===== src/rtl/adder_pkg.sv =====
// Shared definitions for the multicycle adder: FSM state encoding and counter sizing.
package adder_pkg;

  typedef enum logic [1:0] {
    IDLE = 2'd0,
    RUN  = 2'd1,
    DONE = 2'd2
  } state_t;

  // Digit counter width: ceil(log2(slices)), never below one bit.
  function automatic int unsigned cnt_width(input int unsigned slices);
    return (slices > 1) ? $clog2(slices) : 1;
  endfunction

endpackage


===== src/rtl/digit_adder.sv =====
// Combinational W-bit ripple-carry adder built from a chain of full-adder cells.
module digit_adder #(
  parameter int unsigned W = 4
) (
  input  logic [W-1:0] a,
  input  logic [W-1:0] b,
  input  logic         ci,
  output logic [W-1:0] s,
  output logic         co
);

  logic [W:0] c;

  assign c[0] = ci;

  for (genvar i = 0; i < W; i++) begin : g_fa
    assign s[i]   = a[i] ^ b[i] ^ c[i];
    assign c[i+1] = (a[i] & b[i]) | (c[i] & (a[i] ^ b[i]));
  end

  assign co = c[W];

endmodule


===== src/rtl/multicycle_adder.sv =====
// Digit-serial adder/subtractor: adds one DIGIT-wide slice per cycle, LSB first,
// and presents the result with carry, signed overflow and zero flags.
module multicycle_adder
  import adder_pkg::*;
#(
  parameter int unsigned BITS  = 32,
  parameter int unsigned DIGIT = 4
) (
  input  logic            clk,
  input  logic            rst_n,
  input  logic            in_valid,
  output logic            in_ready,
  input  logic [BITS-1:0] a,
  input  logic [BITS-1:0] b,
  input  logic            ci,
  input  logic            sub,
  output logic            out_valid,
  input  logic            out_ready,
  output logic [BITS-1:0] s,
  output logic            co,
  output logic            ovf,
  output logic            zero
);

  localparam int unsigned SLICES = BITS / DIGIT;
  localparam int unsigned CW     = cnt_width(SLICES);
  localparam int unsigned IW     = (BITS > 1) ? $clog2(BITS) : 1;
  localparam logic [CW-1:0] LAST = CW'(SLICES - 1);

  state_t          state, state_d;
  logic [BITS-1:0] a_q, b_q, a_d, b_d, s_d, s_new;
  logic [CW-1:0]   cnt, cnt_d;
  logic            carry, carry_d;
  logic            co_d, ovf_d, zero_d;
  logic            in_ready_d, out_valid_d;
  logic [IW-1:0]   base;
  logic [DIGIT-1:0] slice_s;
  logic            slice_co;

  // Bit offset of the slice currently being added.
  assign base = IW'(32'(cnt) * DIGIT);

  digit_adder #(.W(DIGIT)) u_digit (
    .a  (a_q[base +: DIGIT]),
    .b  (b_q[base +: DIGIT]),
    .ci (carry),
    .s  (slice_s),
    .co (slice_co)
  );

  // Result with the current slice merged in; flags are taken from this on the last slice.
  always_comb begin
    s_new = s;
    s_new[base +: DIGIT] = slice_s;
  end

  always_comb begin
    state_d = state;
    a_d     = a_q;
    b_d     = b_q;
    carry_d = carry;
    cnt_d   = cnt;
    s_d     = s;
    co_d    = co;
    ovf_d   = ovf;
    zero_d  = zero;
    unique case (state)
      IDLE: begin
        if (in_valid) begin
          a_d     = a;
          b_d     = b ^ {BITS{sub}};
          carry_d = ci ^ sub;
          cnt_d   = '0;
          state_d = RUN;
        end
      end
      RUN: begin
        s_d     = s_new;
        carry_d = slice_co;
        if (cnt == LAST) begin
          state_d = DONE;
          co_d    = slice_co;
          ovf_d   = (a_q[BITS-1] == b_q[BITS-1]) && (s_new[BITS-1] != a_q[BITS-1]);
          zero_d  = (s_new == '0);
        end else begin
          cnt_d = cnt + CW'(1);
        end
      end
      DONE: begin
        if (out_ready) state_d = IDLE;
      end
      default: state_d = IDLE;
    endcase
    in_ready_d  = (state_d == IDLE);
    out_valid_d = (state_d == DONE);
  end

  always_ff @(posedge clk or negedge rst_n) begin
    if (!rst_n) begin
      state     <= IDLE;
      a_q       <= '0;
      b_q       <= '0;
      carry     <= 1'b0;
      cnt       <= '0;
      s         <= '0;
      co        <= 1'b0;
      ovf       <= 1'b0;
      zero      <= 1'b0;
      in_ready  <= 1'b1;
      out_valid <= 1'b0;
    end else begin
      state     <= state_d;
      a_q       <= a_d;
      b_q       <= b_d;
      carry     <= carry_d;
      cnt       <= cnt_d;
      s         <= s_d;
      co        <= co_d;
      ovf       <= ovf_d;
      zero      <= zero_d;
      in_ready  <= in_ready_d;
      out_valid <= out_valid_d;
    end
  end

endmodule


===== config.mk =====
export PLATFORM = sky130hd
export DESIGN_NAME = multicycle_adder
export DESIGN_NICKNAME = d
export VERILOG_FILES = /design/src/rtl/adder_pkg.sv /design/src/rtl/digit_adder.sv /design/src/rtl/multicycle_adder.sv
export SDC_FILE = /design/constraint.sdc
export NUM_CORES = 1
export LEC_CHECK = 0
export BUFFER_PORTS_ARGS = -buffer_cell sky130_fd_sc_hd__buf_2
export CAP_MARGIN = 20
export CORE_ASPECT_RATIO = 0.8
export CORE_MARGIN = 2
export CORE_UTILIZATION = 45
export DETAILED_ROUTE_END_ITERATION = 6
export HOLD_SLACK_MARGIN = 0.03
export PLACE_DENSITY = 0.79
export RECOVER_POWER = 25
export SETUP_SLACK_MARGIN = 0.02
export SLEW_MARGIN = 20
export SYNTH_ARGS = -nofsm -noshare
export SYNTH_HDL_FRONTEND = slang
export SYNTH_SLANG_ARGS = --single-unit
export TNS_END_PERCENT = 30

===== constraint.sdc =====
create_clock -name clk -period 4.73 [get_ports clk]
set_clock_uncertainty 0.2 [all_clocks]
set_input_delay 0.2365 -clock clk [delete_from_list [all_inputs] [get_ports clk]]
set_output_delay 0.2365 -clock clk [all_outputs]
set_load 0.02 [all_outputs]

Word level (Yosys, flattened, before mapping)
Index checks and enable logic that the tools add are counted.

operators by class
  eq/ne operators = 8
  add/sub/neg operators = 2
  shifts and indexed selects = 4
  bitwise logic cells = 22
  muxes and demuxes = 10
  reduce and logical (&&, ||, !) cells = 9

operators with widths
  cell                    number
  $shiftx 32x6->4         2
  $bwmux 32               1
  $logic_not 32->1        1
  $shift 4x7->32 const A  1
  $shiftx 4x7->32         1
  $xor 32x32->32          1
  $xor 1x1->1             9
  $and 1x1->1             8
  $neg 5->7               1
  $mux 2                  3
  $mux 3                  2
  $pmux 2 s3              1
  $pmux 3 s2              1
  $reduce_and 2->1        3
  $eq 2x2->1 const B      2
  $logic_not 2->1         2
  $ne 2x2->1 const B      2
  $or 1x1->1              4
  $add 3x1->3 const B     1
  $eq 3x3->1 const B      1
  $reduce_and 3->1        1
  $eq 2x1->1 const B      1
  $pmux 1 s2              1
  $reduce_bool 2->1       1
  4 further kinds         4

word-level totals
  register bits = 107

Logic depth before layout (Yosys ltp)
  depth in word-level cells = 13
  mapped depth = 17
  gate-level depth less buffers = 14

By module
From an unflattened synthesis, not the netlist that was laid out.

second synthesis, totals
  cells, all modules = 463
  area, all modules = 5447.7 µm²

modules (own cells, without submodules)
  module            cells each  instances  sequential area each (µm²)  area each (µm²)
  multicycle_adder  449         1          2678.8                      5330.1
  digit_adder       14          1          0.0                         117.6

Worst setup path before layout
OpenSTA, ideal clock, no wires.

  path type = register -> register
  start = reg cnt[0]
  end = reg zero
  required time = 4435 ps
  stages on the path, launching flop included = 18
  setup time = 95 ps
  data arrival time = 4151 ps
  setup slack = 284 ps
  cell sequence = dfrtp_1 > clkbuf_2 > buf_2 > buf_2 > mux4_2 > mux2i_1 > fa_1 > inv_1 > fa_1 > inv_1 > fa_1 > inv_1 > fa_1 > nand2b_1 > o311a_1 > a311oi_1 > nand4_1 > o31ai_1

on the way
  cells in the longest elaborated chain, start to end = 12

ends and longest elaborated chain
  what                                RTL line                                        source
  start: declaration                  multicycle_adder.sv:32                          logic [CW-1:0] cnt, cnt_d;
  start signal: assignment            multicycle_adder.sv:116                         cnt <= cnt_d;
  $shiftx 32x6->4 (on tied branches)  multicycle_adder.sv:44, multicycle_adder.sv:45
  $xor 1x1->1                         digit_adder.sv:17, digit_adder.sv:18
  $and 1x1->1                         digit_adder.sv:18                               assign c[i+1] = (a[i] & b[i]) | (c[i] & (a[i] ^ b[i]));
  $or 1x1->1                          digit_adder.sv:18
  $and 1x1->1                         digit_adder.sv:18
  $or 1x1->1                          digit_adder.sv:18
  $and 1x1->1                         digit_adder.sv:18
  $or 1x1->1                          digit_adder.sv:18
  $xor 1x1->1                         digit_adder.sv:17                               assign s[i] = a[i] ^ b[i] ^ c[i];
  $shiftx 4x7->32                     multicycle_adder.sv:54                          s_new[base +: DIGIT] = slice_s;
  $bwmux 32                           multicycle_adder.sv:54
  $logic_not 32->1                    multicycle_adder.sv:84                          zero_d = (s_new == '0);
  end signal: assignment              multicycle_adder.sv:120                         zero <= zero_d;
  end: declaration                    multicycle_adder.sv:22                          output logic zero

Several ways; a longest one is shown, not always the timed one.
A chain may end at the register's enable or synchronous reset.

Worst setup path after layout
Ends and elaborated chain as after synthesis.

==> qor.yml <==
crit_slowest_cell: "dfrtp_1"
tightestPinTransition_ps: 3140
dieArea_um2: 12800
port_buffers: 106
synth_most_common_cell: "dfrtp_1"
fill_cells: 940
synthTopCellsByArea: "dfrtp_1 (50%), mux2_2 (12%), mux4_2 (6.7%)"
endpoint_kind: "flop"
maxCapViolations: 1
synth_warnings: 0
critPathLaunchType: "flop"
timing.setup.tns_ps: 0
syn_avg_cell_area_um2: 11.5
rows: 35
synth_area_um2: 5340
async_reset_ff_share_pct: 100
antenna_violating_nets_post_route: 0
clock_path_buffers: 2
cp.required_ps: 4790
synth_flop_cell: "dfrtp_1"
fin_hold_ws_ps: 54.2
diodes: 0
vias: 4126
grt_pass1_wl_um: 21100
ios: 107
syn_to_final_growth_pct: 28.6
wire_per_inst_um: 16.7
worst_slack_ps: 465
status: "complete, but fails checks"
max_freq_ghz: 0.234
routabilityCongestion: 0.863
core-area_um2: 11600
drt_first_pass_iters: 4
critPathArrivalTime_ps: 4320
hold_viol: 0
grt_max_degree: 100
post-place-ws_ps: 474
first_iter_violations: 284
syn_nets: 545
cp_common_cell: "fa_1"
grt_pass1_vias: 4252
synth_xor_area_share_pct: 5.41
slew_viol_final: 61
synth_mux_area_share_pct: 19.5
synth_top_cell_area_share_pct: 49.7
drc: 0
htree_levels: 3
synth_compound_gate_area_share_pct: 7.29
path_max_fanout: 8
nets: 702
placed_cell_area_um2: 5980
synth_top_area_cell: "dfrtp_1"
yosys.area_share.simple_pct: 11.4
ys_seq_area_share_pct: 50.2
post-dp-hpwl_um: 8850
grt-ovfl-total: 0
fin_crit_sh_pct: 90.2
criticalPathCategory: "reg -> reg"
synth_commonest_cells: "dfrtp_1 (106), mux2_2 (56), nor2_1 (54)"
failed_checks: "max-capacitance violations, max-slew violations"
hp-class: "in -> reg"
design_area_um2: 6870
postSynthCellCount: 464
path_clk_slew_ps: 70
synth_top_family_by_area: "multiplexers"
slew_headroom_pct: -109
initial_core_util_pct: 46.2
finalSetupViolations: 0
cts_root_buffer: "clkbuf_16"
wirelength_um: 13000
clock_sinks: 107
cts_resized: 0
finalCriticalPeriod_ps: 4260
synth.distinct_cells: 51
critPathTopFamily: "adder cells"
routed_via_density: 5.33
cts_tree: "built"
ys_ff_latch: 107
synth_fa_ha_area_share_pct: 3.14
synth_edf_count: 0
p_leak_nw: 3.04
clk_latency_ps: 350
slowest_delay_ps: 610
pwr_density_cell_nw_per_um2: 730
grt_usage_pct: 21.1
die_h_um: 101
fin_util_pct: 59.4
die_x_um: 126
ir_worst_vdd_uv: 421
rsz0062_at_grt: "false"
cts_buffers: 9
antenna_found_initial: 0
path_buf_inv: 3
crit_chain: "mux4_2 > mux2i_1 > fa_1 > inv_1 > fa_1 > inv_1 > fa_1 > inv_1 > fa_1 > nand2b_1 > o311a_1 > a311oi_1 > nand4_1 > o31ai_1"
drive_gt1_share_pct: 29.1
## sequential cells by signal (all words and copies together), names as in the netlist
register / count
zero: 1
s: 32
ovf: 1
co: 1
carry: 1
out_valid: 1
cnt: 3
in_ready: 1
b_q: 32
state: 2
a_q: 32
## final timing paths
check / cells past startpoint / slack (ps) / end / from
min in group asynchronous: 2 / 1280 / a_q[2] / rst_n
hold / removal: 3 / 50 / b_q[1] / b[1]
setup reg to reg: 14 / 470 / zero / cnt[0]
hold reg to reg: 1 / 310 / a_q[12] / a_q[12]
max in group asynchronous: 3 / 1150 / ovf / rst_n
setup / recovery: 14 / 470 / zero / cnt[0]
## placed cells by master (no fill, tap or decap), types with 5 or more instances in the layout
cell / instances
a21oi_1: 36
buf_2: 78
buf_4: 6
clkbuf_1: 29
clkbuf_16: 9
dfrtp_1: 106
dlygate4sd3_1: 64
ha_1: 7
inv_1: 10
mux2_2: 56
mux2i_1: 5
mux4_2: 16
nand2_1: 29
nand3_1: 5
nor2_1: 54
o21ai_0: 15
xnor2_1: 33
## tightest hold or removal path, cell delays in order
cell     delay [ps]
buf_2            80
xnor2_1         160
a21oi_1          80
## kinds of logic after synthesis
logic type	Yosys count
xor gates and xnor gates	33
buffers and inverters	41
AOI/OAI and AO/OA	69
adders and majority gates	11
DFF	107
muxes	77
and+or+nand+nor	126
## area by class of cell
class / count / area [µm²] / share of cell area (%)
tap: 148 / 185 / 2.70
multi-input combinational: 316 / 2500 / 36.4
sequential: 107 / 2680 / 39.0
clock buffer: 12 / 256 / 3.74
inverter: 11 / 41.3 / 0.601
clock inverter: 4 / 25.0 / 0.364
timing repair buffer: 176 / 1180 / 17.2
## metal layers
| layer | GRT usage (%) | wire (µm) | vias to the layer above |
|---|---|---|---|
| li1 | - | - | 1934 |
| met1 | 28.0 | 5800 | 2048 |
| met2 | 35.3 | 6250 | 124 |
| met3 | 5.23 | 735 | 20 |
| met4 | 5.92 | 173 | 0 |
| met5 | 0 | 0 | - |
## through the flow
stage / cells / power [W]
6_report: 774 / 0.00502
5_1_grt: 774 / 0.00537
4_1_cts: 774 / 0.00501
3_5_place_dp: 694 / 0.00424
3_3_place_gp: 694 / 0.00414
2_1_floorplan: 464 / 0.00346
## what timing repair did
action / 4_1_cts / 5_1_grt
hold endpoints to repair: 122 / 0
hold buffers: 64 / 0
setup buffers: 0 / 0
setup endpoints to repair: 0 / 0
## power breakdown
part / switching (W) / leakage (nW) / total [W] / internal [W]
Combinational: 0.00154 / 1.61 / 0.00265 / 0.00111
Clock: 0.000324 / 0.135 / 0.000708 / 0.000384
Sequential: 0.000323 / 1.29 / 0.00166 / 0.00133
Note: power is estimated with default switching activity, not from simulation.
